[src/rtl/spi_pkg.sv]
`default_nettype none
// ============================================================================
//  Module   : spi_pkg
//  Purpose  : Shared types and constants for the AES serial-link master.
//  Revision : 1.0
// ============================================================================
package spi_pkg;

  localparam int   MSG_W     = 128;
  localparam logic MODE_ENCR = 1'b0;
  localparam logic MODE_DECR = 1'b1;

  typedef enum logic [2:0] {
    IDLE     = 3'd0,
    SEND_MSG = 3'd1,
    SEND_KEY = 3'd2,
    WAIT     = 3'd3,
    RECV     = 3'd4,
    DONE     = 3'd5
  } spi_state_t;

  function automatic int key_bits(input int nk);
    return nk * 32;
  endfunction

endpackage
`default_nettype wire

[src/rtl/spi_shift_reg.sv]
`default_nettype none
// ============================================================================
//  Module   : spi_shift_reg
//  Purpose  : Right-shifting register with parallel load; serial in at MSB.
//  Revision : 1.0
// ============================================================================
module spi_shift_reg
  import spi_pkg::*;
#(
  parameter int WIDTH = 8
) (
  input  logic             clk,
  input  logic             rst_n,
  input  logic             i_load,
  input  logic [WIDTH-1:0] i_par,
  input  logic             i_shift,
  input  logic             i_sin,
  output logic             o_sout,
  output logic [WIDTH-1:0] o_next
);

  logic [WIDTH-1:0] r_q;

  // o_next is the post-shift value, so a caller can grab the final word on the same edge
  assign o_next = {i_sin, r_q[WIDTH-1:1]};
  assign o_sout = r_q[0];

  always_ff @(posedge clk) begin
    if (!rst_n) begin
      r_q <= '0;
    end else if (i_load) begin
      r_q <= i_par;
    end else if (i_shift) begin
      r_q <= o_next;
    end
  end

endmodule
`default_nettype wire

[src/rtl/spi_master.sv]
`default_nettype none
// ============================================================================
//  Module   : spi_master
//  Purpose  : Shifts message+key to the AES slave, then reads back 128 bits.
//             Optional round-trip comparator: SPI_MASTER_CHECK_EN.
//  Revision : 1.0
// ============================================================================
module spi_master
  import spi_pkg::*;
#(
  parameter int Nk       = 4,
  parameter int Nr       = 10,
  parameter int WAIT_CYC = 2,
  parameter int RX_LAT   = 1
) (
  input  logic                    clk,
  input  logic                    rst_n,
  input  logic                    start,
  input  logic [MSG_W-1:0]        msg_in,
  input  logic [key_bits(Nk)-1:0] key_in,
  output logic                    busy,
  output logic                    done,
  output logic [MSG_W-1:0]        result,
  output logic                    SIMO,
  output logic                    mode,
`ifdef SPI_MASTER_CHECK_EN
  output logic                    match,
`endif
  input  logic                    SOMI
);

  localparam int c_key_w     = key_bits(Nk);
  localparam int c_wait      = (WAIT_CYC < 1) ? 1 : WAIT_CYC;
  localparam int c_rx_span   = RX_LAT + MSG_W;
  // Nr only travels with the slave pairing; nothing here depends on it
  localparam int c_nr_unused = Nr;
  localparam int c_cnt_max   = (c_key_w > c_rx_span)
                               ? ((c_key_w > c_wait) ? c_key_w : c_wait)
                               : ((c_rx_span > c_wait) ? c_rx_span : c_wait);
  localparam int CNT_W       = $clog2(c_cnt_max + 1);

  localparam logic [CNT_W-1:0] c_msg_last  = CNT_W'(MSG_W - 1);
  localparam logic [CNT_W-1:0] c_key_last  = CNT_W'(c_key_w - 1);
  localparam logic [CNT_W-1:0] c_wait_last = CNT_W'(c_wait - 1);
  localparam logic [CNT_W-1:0] c_rx_first  = CNT_W'(RX_LAT);
  localparam logic [CNT_W-1:0] c_rx_last   = CNT_W'(RX_LAT + MSG_W - 1);

  spi_state_t         r_state;
  spi_state_t         w_state_next;
  logic [CNT_W-1:0]   r_cnt;
  logic [CNT_W-1:0]   w_cnt_next;
  logic               w_tx_load;
  logic               w_tx_shift;
  logic               w_rx_shift;
  logic               w_rx_last;
  logic               w_tx_sout;
  logic               w_rx_sout_unused;
  logic [MSG_W+c_key_w-1:0] w_tx_next_unused;
  logic [MSG_W-1:0]   w_rx_next;

  spi_shift_reg #(.WIDTH(MSG_W + c_key_w)) u_tx (
    .clk     (clk),
    .rst_n   (rst_n),
    .i_load  (w_tx_load),
    .i_par   ({key_in, msg_in}),
    .i_shift (w_tx_shift),
    .i_sin   (1'b0),
    .o_sout  (w_tx_sout),
    .o_next  (w_tx_next_unused)
  );

  // Cleared on every accepted start so a short read can never leak old data
  spi_shift_reg #(.WIDTH(MSG_W)) u_rx (
    .clk     (clk),
    .rst_n   (rst_n),
    .i_load  (w_tx_load),
    .i_par   ('0),
    .i_shift (w_rx_shift),
    .i_sin   (SOMI),
    .o_sout  (w_rx_sout_unused),
    .o_next  (w_rx_next)
  );

  always_ff @(posedge clk) begin
    if (!rst_n) begin
      r_state <= IDLE;
      r_cnt   <= '0;
    end else begin
      r_state <= w_state_next;
      r_cnt   <= w_cnt_next;
    end
  end

  always_comb begin
    w_state_next = r_state;
    w_cnt_next   = '0;
    w_tx_load    = 1'b0;
    w_tx_shift   = 1'b0;
    w_rx_shift   = 1'b0;
    w_rx_last    = 1'b0;
    busy         = 1'b1;
    done         = 1'b0;
    mode         = MODE_ENCR;
    SIMO         = 1'b0;
    case (r_state)
      IDLE: begin
        busy = 1'b0;
        if (start) begin
          w_tx_load    = 1'b1;
          w_state_next = SEND_MSG;
        end
      end
      SEND_MSG: begin
        SIMO       = w_tx_sout;
        w_tx_shift = 1'b1;
        if (r_cnt == c_msg_last) w_state_next = SEND_KEY;
        else                     w_cnt_next   = r_cnt + 1'b1;
      end
      SEND_KEY: begin
        SIMO       = w_tx_sout;
        w_tx_shift = 1'b1;
        if (r_cnt == c_key_last) w_state_next = WAIT;
        else                     w_cnt_next   = r_cnt + 1'b1;
      end
      WAIT: begin
        if (r_cnt == c_wait_last) w_state_next = RECV;
        else                      w_cnt_next   = r_cnt + 1'b1;
      end
      RECV: begin
        mode       = MODE_DECR;
        w_rx_shift = (r_cnt >= c_rx_first);
        if (r_cnt == c_rx_last) begin
          w_rx_last    = 1'b1;
          w_state_next = DONE;
        end else begin
          w_cnt_next = r_cnt + 1'b1;
        end
      end
      DONE: begin
        busy         = 1'b0;
        done         = 1'b1;
        w_state_next = IDLE;
      end
      default: begin
        busy         = 1'b0;
        w_state_next = IDLE;
      end
    endcase
  end

  always_ff @(posedge clk) begin
    if (!rst_n)         result <= '0;
    else if (w_rx_last) result <= w_rx_next;
  end

`ifdef SPI_MASTER_CHECK_EN
  logic [MSG_W-1:0] r_msg_copy;

  always_ff @(posedge clk) begin
    if (!rst_n) begin
      r_msg_copy <= '0;
      match      <= 1'b0;
    end else begin
      if (w_tx_load) r_msg_copy <= msg_in;
      if (w_rx_last) match      <= (w_rx_next == r_msg_copy);
    end
  end
`endif

endmodule
`default_nettype wire

[config.mk]
export PLATFORM = sky130hd
export DESIGN_NAME = spi_master
export DESIGN_NICKNAME = d
export VERILOG_FILES = /design/src/rtl/spi_pkg.sv /design/src/rtl/spi_shift_reg.sv /design/src/rtl/spi_master.sv
export SDC_FILE = /design/constraint.sdc
export NUM_CORES = 1
export LEC_CHECK = 0
export CAP_MARGIN = 20
export CELL_PAD_IN_SITES_DETAIL_PLACEMENT = 1
export CELL_PAD_IN_SITES_GLOBAL_PLACEMENT = 1
export CORE_MARGIN = 2
export CORE_UTILIZATION = 41
export DETAILED_ROUTE_END_ITERATION = 16
export PLACE_DENSITY = 0.95
export SYNTH_ARGS = -nofsm -noshare
export SYNTH_HDL_FRONTEND = slang
export SYNTH_SLANG_ARGS = --single-unit
[constraint.sdc]
create_clock -name clk -period 3.8 [get_ports clk]
set_input_delay 0.76 -clock clk [delete_from_list [all_inputs] [get_ports clk]]
set_output_delay 0.76 -clock clk [all_outputs]
set_load 0.005 [all_outputs]
==> results.md, run 1 <==
Status:
- The flow ran to the end, and the final reports show no timing, DRC or antenna violations.

Critical path:
- The required arrival time at the worst endpoint is approximately 3000 ps.
- STA classifies the critical path endpoint as an output pin.
- In this run the worst path has a maximum fanout of 9.
- The signal arrival time at the worst endpoint is between 2000 and 2500 ps.
- The startpoint type of the worst setup path is a register.
- The critical path is of the register to output pin type.

Synth:
- The flip-flop and latch count after synthesis is about 520.
- The fraction of synthesis flops using an asynchronous set or reset pin is 0%.
- The number of synthesized flops with an enable pin is 0.
- The distinct cell type count after synthesis is 35.
- Averaged over all synthesized cells, the footprint is around 8 sq um.
- Synthesis produced a netlist whose cell count is approximately 2.6k.
- For this run, the leading register cell type out of synthesis is sky130_fd_sc_hd__dfxtp_1.
- Summing every instance area after synthesis gives ~0.02 sq mm.
- Sequential elements use 51.6% of the synthesized area.
- The number of nets in the synthesized netlist is about 2.9k.
- The number of warning messages in the yosys log is 0.

Timing:
- The routed design could run at a clock period as short as between 3000 and 4000 ps.
- Between clock sinks in the finished design, the worst skew comes to 23.9 ps.
- Dividing the final minimum period by the clock period gives between 80% and 90%.
- Setup repair after global routing left no endpoint under its margin.
- The actual slew at the worst max-slew pin is slightly above 900 ps.
- The accumulated negative setup slack is 0 ps.
- The count of final hold-check violations is 0.
- Across all hold checks on the routed design, the worst slack comes to around 460 ps.
- The final count of pins violating max slew came to 0.
- Derived from the worst setup path, the maximum achievable clock frequency is 0.314 GHz.
- The number of failing setup endpoints in the final timing report is 0.
- In this run the tightest slew margin relative to its limit is about 38%.

Clock network:
- The clock transition time at the flip-flop clock pins of the worst setup and hold paths is about 60 ps.
- TritonCTS built the clock tree.
- The quantity of gates resized following cts is 0.
- For this design, the CTS-stage hold fixing added 0 buffers.
- In this run the number of H-tree levels came out at 2.
- Counting the buffers created by CTS gives 55.
- The TritonCTS sink count is roughly 520.
- The clock passes through at most 3 buffers.
- The later-pin clock latency in the skew report is roughly 600 ps.
- The number of setup buffers added after CTS is 0.
- The cell sitting at the root of the clock tree is a sky130_fd_sc_hd__clkbuf_16.

Global route:
- The initial antenna violation count is 11.
- The maximum number of pins on one net before global-route repair is 200.
- The total overflow left after global routing is 0.
- Global routing used a little over a quarter of the available tracks.
- The first-pass GRT wire length is between 100 and 150 mm.
- The number of global-route vias before repair is between 20k and 25k.

Finish:
- The filler cells instantiated in the layout total roughly 5.8k.
- Once layout is done, the placed cells without fillers occupy roughly 0.026 sq mm.
- Cells fill 54.2% of the core in the end.
- The net count of the finished layout is 3,116.
- The synthesis-to-layout area growth is 30.7%.
- The ratio of cells with drive above 1 in the final layout is 4.63%.

Routing:
- Once detail routing completed, the nets flagged for antenna violations numbered 0.
- In this run, the number of DRC markers left after iteration 0 of detailed routing was 1,280.
- The average wire per cell in the routed design is between 20 and 25 um.
- The via density per instance is approximately 5.6.
- The first detailed-routing pass ran for 5 iterations.
- The remaining routing DRC violations is 0.
- The routed via count is ~20k.
- The routed wire length is between 70 and 80 mm.

Die:
- The die outline height is 226 um.
- The die width is between 200 and 250 um.
- The die covers roughly 0.051 sq mm.
- about 390 I/O pins were placed.
- The effective utilization at floorplan is approximately 41%.
- In this run the core area contains between 80 and 90 standard-cell rows.
- The total area inside the core boundary comes to 0.0488 sq mm.

Placement:
- The count of buffers from port buffering is a little under 400.
- The half-perimeter wire length after placement is between 40 and 50 mm.
- The placed instance area is approximately 0.024 sq mm.
- The weighted congestion reported at the end of routability-driven placement is about 0.83.

Pwr:
- The largest vdd supply drop is roughly 550 uV.
- In this run the power density over the cells is between 600 and 700 mW/mm^2.
- The total power draw is approximately 0.017 W.
- The static leakage is just under 9 nW.

Min path:
- The type of the tightest min-delay check is register to register.

Run:
- Across the run, the number of max-cap violations was 0.
==> final timing paths <==
kind,slack [ps],cells past startpoint,to,start
worst max register to register,950,7,result[58],r_cnt[0]
worst min register to register,460,2,result[27],result[27]
worst max-delay path,620,3,SIMO,r_state[1]
worst min-delay path,460,2,result[27],result[27]
==> cells by family (layout without fill, tap and decap cells) <==
kind of cell	Yosys count	in the layout	share of synthesized area, %
AOI/OAI and AO/OA	525	525	17.9
xor gates and xnor gates	8	8	0.346
adders and majority gates	4	4	0.247
buffers and inverters	234	528	5.49
DFF	522	522	51.6
other	0	13	0
and+or+nand+nor	1308	1308	24.5
==> flip-flops by register name, summed over array words and instances (netlist names) <==
register / count
u_tx.r_q: 256
result: 128
u_rx.r_q: 127
r_cnt: 8
r_state: 3
==> cells in the mapped netlist (all sizes together), types with 2 or more instances <==
cell	count	share of area [%]
nand2	1021	19
dfxtp	522	52
nor2	264	4.9
a21oi	260	6.4
a311oi	252	11
clkbuf	137	2.5
buf	90	2.8
nand3	8	0.20
inv	7	0.13
nor3	5	0.12
xnor2	5	0.22
ha	4	0.25
and3	3	0.093
xor2	3	0.13
a22oi	2	0.074
o311ai	2	0.086
o41ai	2	0.086
==> power breakdown <==
group          internal [W]  total, W  switching, W
registers           0.00634   0.00686      0.000519
logic               0.00137   0.00432       0.00295
clock network       0.00362   0.00593       0.00231
total                0.0113    0.0171       0.00578
==> area by class of cell <==
type / count / area [sq um] / share of cell area [%]
Multi-Input combinational cell: 1845 / 8780 / 33.2
Clock buffer: 72 / 1550 / 5.86
Timing Repair Buffer: 421 / 4360 / 16.5
Sequential cell: 522 / 10500 / 39.4
Inverter: 7 / 33.8 / 0.128
Clock inverter: 28 / 447 / 1.69
Tap cell: 664 / 831 / 3.14
Antenna cell: 13 / 32.5 / 0.123
==> layout by cell type (no fill, tap or decap), drive strengths merged, types with 2 or more instances in the layout <==
cell,instances
nand2,1021
dfxtp,522
clkdlybuf4s50,391
nor2,264
a21oi,260
a311oi,252
clkbuf,72
buf,30
diode,13
bufinv,11
clkinv,11
nand3,8
inv,8
nor3,5
xnor2,5
clkinvlp,5
ha,4
xor2,3
and3,3
a22oi,2
o311ai,2
o41ai,2
==> metal layers <==
| metal | GRT usage, % | wire length [um] | vias up |
|---|---|---|---|
| met5 | 0 | 13 | - |
| met4 | 16.9 | 4660 | 2 |
| met3 | 4.34 | 2990 | 259 |
| met2 | 48.5 | 36600 | 591 |
| met1 | 30.0 | 27900 | 9799 |
| li1 | - | - | 9260 |
==> critical path, cell delays in order (launching register included) <==
cell	delay, ps
sky130_fd_sc_hd__dfxtp_1	510
sky130_fd_sc_hd__xor2_1	460
sky130_fd_sc_hd__and3_1	310
sky130_fd_sc_hd__clkdlybuf4s50_1	530
==> per-stage QoR <==
stage | cells | setup WS [ps]
after floorplan | 2601 | 1930
after global placement | 3459 | 1070
after detailed placement | 3459 | 897
after CTS | 3559 | 603
after global routing | 3570 | 554
final | 3572 | 617
No activity file was read; power rests on OpenSTA's default activity.
==> run 2, diff against run 1 <==
Settings changed: CORE_UTILIZATION 41 to 38, PLACE_DENSITY 0.95 to 0.9.
Clock period 3.8 ns to 3 ns, I/O delays scaled along.
==> run 2 against run 1 <==
  * Hold slack got worse by 1.2 ps
  * Critical path depth did not move
  * Wire length decreased by 5.8%
  * Final area up 0.17%
  * Worst setup slack worse by 490 ps
  * Global-route usage decreased by 3.9 points
  * Clock skew shrank 2.5 ps
  * Die area grew 7.8%
  * Via count down 2.2%
  * Sequential cell count unchanged
  * Sequential share of layout area decreased by 0.067 points
  * Combinational power up 28%
  * Critical endpoint unchanged
==> results.md, run 2 (same netlist as run 1, synthesis figures left out) <==
Timing:
- The number of failing setup endpoints in the final timing report is 0 (unchanged).
- The final count of pins violating max slew is 0 (unchanged).
- The clock period minus worst slack is roughly 2900 ps.
- The post-route clock skew came to 21.4 ps (-2.51 ps).
- The ratio of final minimum period to clock period is 95.7%.
- The highest clock frequency the design can meet is between 0.3 and 0.4 GHz.
- Setup repair after global routing left no endpoint under its margin.
- The actual slew at the worst max-slew pin came to 757 ps (-178 ps).
- The accumulated negative setup slack is 0 ps (unchanged).
- The tightest slew margin relative to the limit is 48.9% (+11 points).
- The count of final hold-check violations is 0 (unchanged).
- The worst setup margin is 128 ps (-489 ps).

Placement:
- The count of buffers from port buffering is 391 (unchanged).
- The half-perimeter wire length after placement is 43.8 mm (-0.23%).
- The pre-CTS setup slack came to 530 ps (-367 ps).
- The weighted congestion reported at the end of routability-driven placement is 0.806 (-2.6%).
- The placed instance area came to 0.0246 sq mm (+0.71%).

Finish:
- Leaving out fill and tap cells, the most frequent cell in the layout is sky130_fd_sc_hd__nand2_1.
- u_tx.r_q holds more flip-flops than any other register.
- In the final layout, the registers with the most flip-flops are u_tx.r_q x256, result x128, u_rx.r_q x127.
- The area taken by multi-input logic gates is 0.00879 sq mm (about the same).
- The ratio of cells with drive above 1 in the final layout was 4.75% (+0.12 points).
- The top cell types in the final layout, fill and taps aside, are 1,019 x sky130_fd_sc_hd__nand2_1, 522 x sky130_fd_sc_hd__dfxtp_1, 391 x sky130_fd_sc_hd__clkdlybuf4s50_1.
- The net count reported at finish is 3,125 (+0.29%).
- The synthesis-to-layout area growth is 30.9%.
- The fill cell instance count of the final layout is 6,272 (+8.2%).
- The sequential cell area came to 0.0105 sq mm (unchanged).
- The cell area after layout is 0.0265 sq mm (+0.17%).
- The number of flip-flops in the largest register was 256 (unchanged).

Clock network:
- The number of buffers between clock root and the deepest sink is 3 (unchanged).
- The level count of the clock H-tree came to 2 (unchanged).
- The TritonCTS clock tree is done.
- The post-cts hold buffer count is 0 (unchanged).
- The number of buffers inserted during clock tree synthesis is 55 (unchanged).
- The master cell of the clock root buffer is sky130_fd_sc_hd__clkbuf_16.
- The post-CTS setup repair buffer count is 0 (unchanged).
- The TritonCTS sink count is 522 (unchanged).
- The later-pin clock latency in the skew report is 590 ps (about the same).
- The clock transition time at the flip-flop clock pins of the worst setup and hold paths is 60 ps (about the same).

Global route:
- The maximum number of pins on one net before global-route repair is 129 (-36%).
- The leftover overflow at the end of global routing is 0 (unchanged).
- The initial antenna violation count is 19 (+8).
- The global routing usage summed across all routing layers is 23.2% (-3.9 points).
- The first-pass GRT wire length is 107 mm (-4.7%).
- The number of global-route vias before repair was 20.4k (-3.5%).

Critical path:
- The reg-to-reg startpoint is r_cnt[0].
- The kind of end point of the critical path is an output pin.
- The signal arrival time at the worst endpoint came to 2270 ps (-150 ps).
- The startpoint type of the worst setup path is a register.
- The required arrival time at the worst endpoint is 2400 ps (-640 ps).
- In this run the critical register-to-register path is captured at r_cnt[7].
- The class of the most critical setup path is register to output pin.
- The number of cells on the worst reg-to-reg path is 6 (-1).
- The peak fanout along the critical path came to 9 (unchanged).
- The slack of the worst reg-to-reg path is 590 ps (-360 ps).

Routing:
- The residual antenna-violating net count after detailed routing is 0 (unchanged).
- The average wire per cell in the routed design is 18.8 um (-6.8%).
- The routed via count is 19.5k (-2.2%).
- The via density per instance came to 5.39 (-3.3%).
- The remaining routing DRC violations was 0 (unchanged).
- The routed wire length was 68.0 mm (-5.8%).
- The number of iterations in the first detailed-routing pass is 5 (unchanged).
- The number of DRC markers after the initial detailed-route iteration is 1,154 (-9.8%).

Die:
- The die outline height is 235 um (+3.8%).
- The number of placed I/O pins is 392 (unchanged).
- The effective utilization at floorplan was 38.5% (-3.0 points).
- The standard cell core area is 0.0527 sq mm (+7.8%).
- The die width is 235 um (+3.8%).
- The cell row count came to 84 (+3.7%).
- The area of the die came to 0.0552 sq mm (+7.8%).

Min path:
- The launch point of the worst hold path is result[124].
- The hold-critical path depth is 2 (unchanged).
- In this run the worst hold path is classified as register to register.
- For hold timing, the worst endpoint is result[124].

Pwr:
- The static leakage is 8.82 nW (+0.13%).
- The power per unit of standard cell area came to 794 mW/mm^2 (+23%).
- The largest vdd supply drop is 601 uV (+8.8%).

Status:
- The flow ran to the end, and the final reports show no timing, DRC or antenna violations.

Run:
- The number of maximum-capacitance violations is 0 (unchanged).
==> run 2: changes by cell type in the layout (fill, tap and decap cells not counted), moves of 6 or more <==
cell                        previous run  this run
sky130_fd_sc_hd__diode_2              13        19
sky130_fd_sc_hd__clkbuf_8              9        19
sky130_fd_sc_hd__buf_12               18        24
sky130_fd_sc_hd__bufinv_16            11         1
sky130_fd_sc_hd__clkbuf_1              7        13
==> run 2: what timing repair did <==
action                                  CTS  global route
endpoints found under the setup margin    1             0
resized for setup                         1             0
endpoints found under the hold margin     0             0
==> run 2: final cells by class <==
type	instances	area share, %
multi-input combinational	1845	33.1
clock inverter	12	0.514
timing repair buffer	430	17.0
clock buffer	88	6.45
sequential	522	39.4
antenna	19	0.179
inverter	7	0.127
tap	688	3.24
==> run 2: stage by stage <==
stage	util [%]	power (W)	instances	hold slack [ps]
3_3_place_gp	46.8	0.0139	3492	444
6_report	50.4	0.0211	3611	456
2_1_floorplan	-	0.0126	2601	432
3_5_place_dp	46.8	0.0143	3492	450
5_1_grt	50.4	0.0222	3611	476
4_1_cts	50.3	0.0213	3592	457
==> run 2: metal layers <==
layer / GRT usage (%) / vias up / routed length [um]
li1: - / 9278 / -
met1: 27.0 / 9583 / 27600
met2: 41.2 / 446 / 34800
met3: 3.57 / 162 / 2530
met4: 11.9 / 0 / 2970
met5: 0 / - / 0
==> run 2: worst max-delay path: stages, from the launching register on <==
cell and delay (ps):
sky130_fd_sc_hd__dfxtp_1 550, sky130_fd_sc_hd__xor2_2 320, sky130_fd_sc_hd__and3_1 210, sky130_fd_sc_hd__clkdlybuf4s50_1 600
==> run 2: worst max path at each step <==
stage | start | endpoint | slack (ps) | depth (start not counted)
CTS | r_state[1] | mode | 90 | 3
floorplan | r_state[1] | u_rx.r_q[100] | 1260 | 8
global placement | rst_n | result[13] | 620 | 4
detailed placement | r_cnt[0] | r_cnt[7] | 530 | 6
global route | r_state[1] | SIMO | 30 | 3
finish | r_state[1] | SIMO | 130 | 3
==> run 2: where the power goes <==
group          total [W]  switching [W]  internal [W]
Sequential       0.00866       0.000636       0.00803
Clock            0.00687        0.00287       0.00400
Combinational    0.00554        0.00368       0.00185
==> run 3, diff against run 2 <==
Settings changed: CORE_UTILIZATION 38 to 41, PLACE_DENSITY 0.9 to 0.95, REMOVE_ABC_BUFFERS set to 1.
Clock period 3 ns to 3.4 ns, I/O delays scaled along.
==> run 3 against run 2 <==
  * Clock-buffer cell count is 14 lower
  * Utilization is 3.6 points higher
  * Sequential cell count unchanged
  * Final area is 0.56% lower
  * Worst setup slack gained 300 ps
  * Global-route usage up 3.4 points
  * Critical path type unchanged
  * Largest power group unchanged
==> results.md, run 3 (same netlist as run 1, synthesis figures left out) <==
Clock network:
- The number of buffers between clock root and the deepest sink is 3 (unchanged).
- The clock transition time at the flip-flop clock pins of the worst setup and hold paths is 60 ps (about the same).
- The later-pin clock latency in the skew report was 590 ps (about the same).
- The number of buffers inserted during clock tree synthesis is 54 (-1.8%).
- The level count of the clock H-tree came to 2 (unchanged).
- The TritonCTS sink count is 522 (unchanged).
- The TritonCTS clock tree is done.
- The post-CTS setup repair buffer count is 0 (unchanged).
- The master cell of the clock root buffer is sky130_fd_sc_hd__clkbuf_16.
- The post-cts hold buffer count is 0 (unchanged).
- The quantity of gates resized following cts came to 0 (-1).

Global route:
- The global routing usage summed across all routing layers is 26.6% (+3.4 points).
- The maximum number of pins on one net before global-route repair came to 143 (+11%).
- The first-pass GRT wire length is 110 mm (+3.0%).
- The number of global-route vias before repair is 20.9k (+2.7%).
- The initial antenna violation count is 16 (-3).
- The leftover overflow at the end of global routing is 0 (unchanged).

Placement:
- The half-perimeter wire length after placement was 44.6 mm (+1.9%).
- The pre-CTS setup slack is 589 ps (+59.3 ps).
- The placed instance area is 0.0246 sq mm (-0.25%).
- The count of buffers from port buffering is 391 (unchanged).
- The weighted congestion reported at the end of routability-driven placement is 0.851 (+5.6%).
- The number of placed cells counting well taps is 3,467 (-0.72%).

Timing:
- The final count of pins violating max slew is 0 (unchanged).
- The ratio of final minimum period to clock period is a little under 90%.
- The worst path in the final design needs a cycle of just under 3000 ps, including I/O delays and setup.
- The actual slew at the worst max-slew pin came to 844 ps (+86.7 ps).
- The tightest slew margin relative to the limit is 43.6% (-5.3 points).
- The post-route clock skew was 27.7 ps (+6.27 ps).
- The number of failing setup endpoints in the final timing report came to 0 (unchanged).
- Setup repair after global routing left no endpoint under its margin.
- The count of final hold-check violations is 0 (unchanged).
- The highest clock frequency the design can meet is ~0.34 GHz.
- The worst setup margin is 424 ps (+296 ps).

Critical path:
- STA classifies the critical path endpoint as an output pin.
- The signal arrival time at the worst endpoint came to 2300 ps (+30 ps).
- By startpoint and endpoint, the worst setup path is classified as register to output pin.
- The peak fanout along the critical path came to 9 (unchanged).
- The family with the most delay on the worst path is buffers and inverters.
- The startpoint type of the worst setup path is a register.
- The critical path goes through xor2_1 > and3_1 > clkdlybuf4s50_1.
- The required arrival time at the worst endpoint came to 2720 ps (+320 ps).
- The maximum single-stage delay on the critical path was 510 ps (-90 ps).
- The largest individual stage delay along the critical path comes from the cell sky130_fd_sc_hd__clkdlybuf4s50_1.
- The number of buffer and inverter stages on the critical path was 1 (unchanged).

Finish:
- The library cell used most frequently in the layout, excluding fill and tap cells, is sky130_fd_sc_hd__nand2_1.
- The ratio of cells with drive above 1 in the final layout is 4.66% (-0.097 points).
- In the layout the commonest cells are 1,019 x sky130_fd_sc_hd__nand2_1, 522 x sky130_fd_sc_hd__dfxtp_1, 391 x sky130_fd_sc_hd__clkdlybuf4s50_1.
- The register name with the most flops is u_tx.r_q.
- The number of standard cells in the final layout excluding fillers is 3,567 (-1.2%).
- The net count reported at finish was 3,123 (-0.064%).
- The largest registers in the layout are u_tx.r_q x256, result x128, u_rx.r_q x127.
- The cell area after layout is 0.0264 sq mm (-0.56%).
- The number of flip-flops in the largest register came to 256 (unchanged).
- The fill cell instance count of the final layout is 5,778 (-7.9%).
- The area growth from synthesis to layout is 30.2%.

Pwr:
- The total power draw is 0.0187 W (-11%).
- The static leakage came to 8.78 nW (-0.46%).
- The largest vdd supply drop is 481 uV (-20%).
- The power per unit of standard cell area came to 709 mW/mm^2 (-11%).

Die:
- The cell row count is 81 (-3.6%).
- The standard cell core area is 0.0488 sq mm (-7.2%).
- The number of placed I/O pins is 392 (unchanged).
- The effective utilization at floorplan is 41.5% (+3.0 points).
- The die outline height is 226 um (-3.7%).
- The area of the die is 0.0512 sq mm (-7.2%).
- The die width is 226 um (-3.7%).

Routing:
- The number of DRC markers after the initial detailed-route iteration came to 1,448 (+25%).
- The remaining routing DRC violations is 0 (unchanged).
- The via density per instance is 5.59 (+3.7%).
- The residual antenna-violating net count after detailed routing was 0 (unchanged).
- The average wire per cell in the routed design is 19.6 um (+4.0%).
- The routed wire length is 69.9 mm (+2.8%).
- The number of iterations in the first detailed-routing pass is 5 (unchanged).
- The routed via count is 19.9k (+2.4%).

Status:
- The run finished with clean final reports.

Min path:
- The type of the tightest min-delay check is register to register.

Run:
- The number of maximum-capacitance violations is 0 (unchanged).
==> run 3: changes by cell type in the layout (fill, tap and decap cells not counted), sizes merged <==
cell,previous run,this run
clkbuf,88,74
bufinv,1,6
diode,19,3
buf,39,38
clkinv,7,13
clkinvlp,2,4
inv,9,7
==> run 3: final timing paths <==
path	from	end	slack (ps)	depth (start not counted)
worst max-delay path	r_state[1]	SIMO	420	3
worst max register to register	r_cnt[0]	result[74]	560	7
worst min-delay path	result[108]	result[108]	450	2
worst min register to register	result[108]	result[108]	450	2
==> run 3: metrics by stage <==
stage               util [%]  TNS [ps]  hold slack (ps)
finish                  54.0         0              454
global route            54.0         0              473
CTS                     54.0         0              456
detailed placement      50.3         0              449
global placement        50.3         0              445
floorplan                  -  -3769690              432
==> run 3: power breakdown <==
group	internal (W)	switching, W
combinational	0.00163	0.00330
sequential	0.00708	0.000585
clock	0.00358	0.00254
==> run 3: tightest hold or removal path, delay by kind of cell, from the launching register on <==
kind | cells | cell delay, ps
AOI/OAI and AO/OA | 1 | 50
DFF | 1 | 310
and+or+nand+nor | 1 | 50
==> run 3: cell type report <==
class	count	area (sq um)	area share (%)
inverters	7	33.8	0.128
repair buffers	429	4470	17.0
well taps	664	831	3.15
diodes	3	7.51	0.0284
clock buffers	74	1520	5.75
clock inverters	23	294	1.11
flip-flops and latches	522	10500	39.6
multi-input cells	1845	8780	33.3
==> run 3: metal layers <==
metal / GRT usage [%] / routed length [um] / vias up
li1: - / - / 9258
met1: 31.9 / 28000 / 9837
met2: 46.5 / 35000 / 664
met3: 6.27 / 4660 / 153
met4: 9.06 / 1980 / 26
met5: 0 / 172 / -
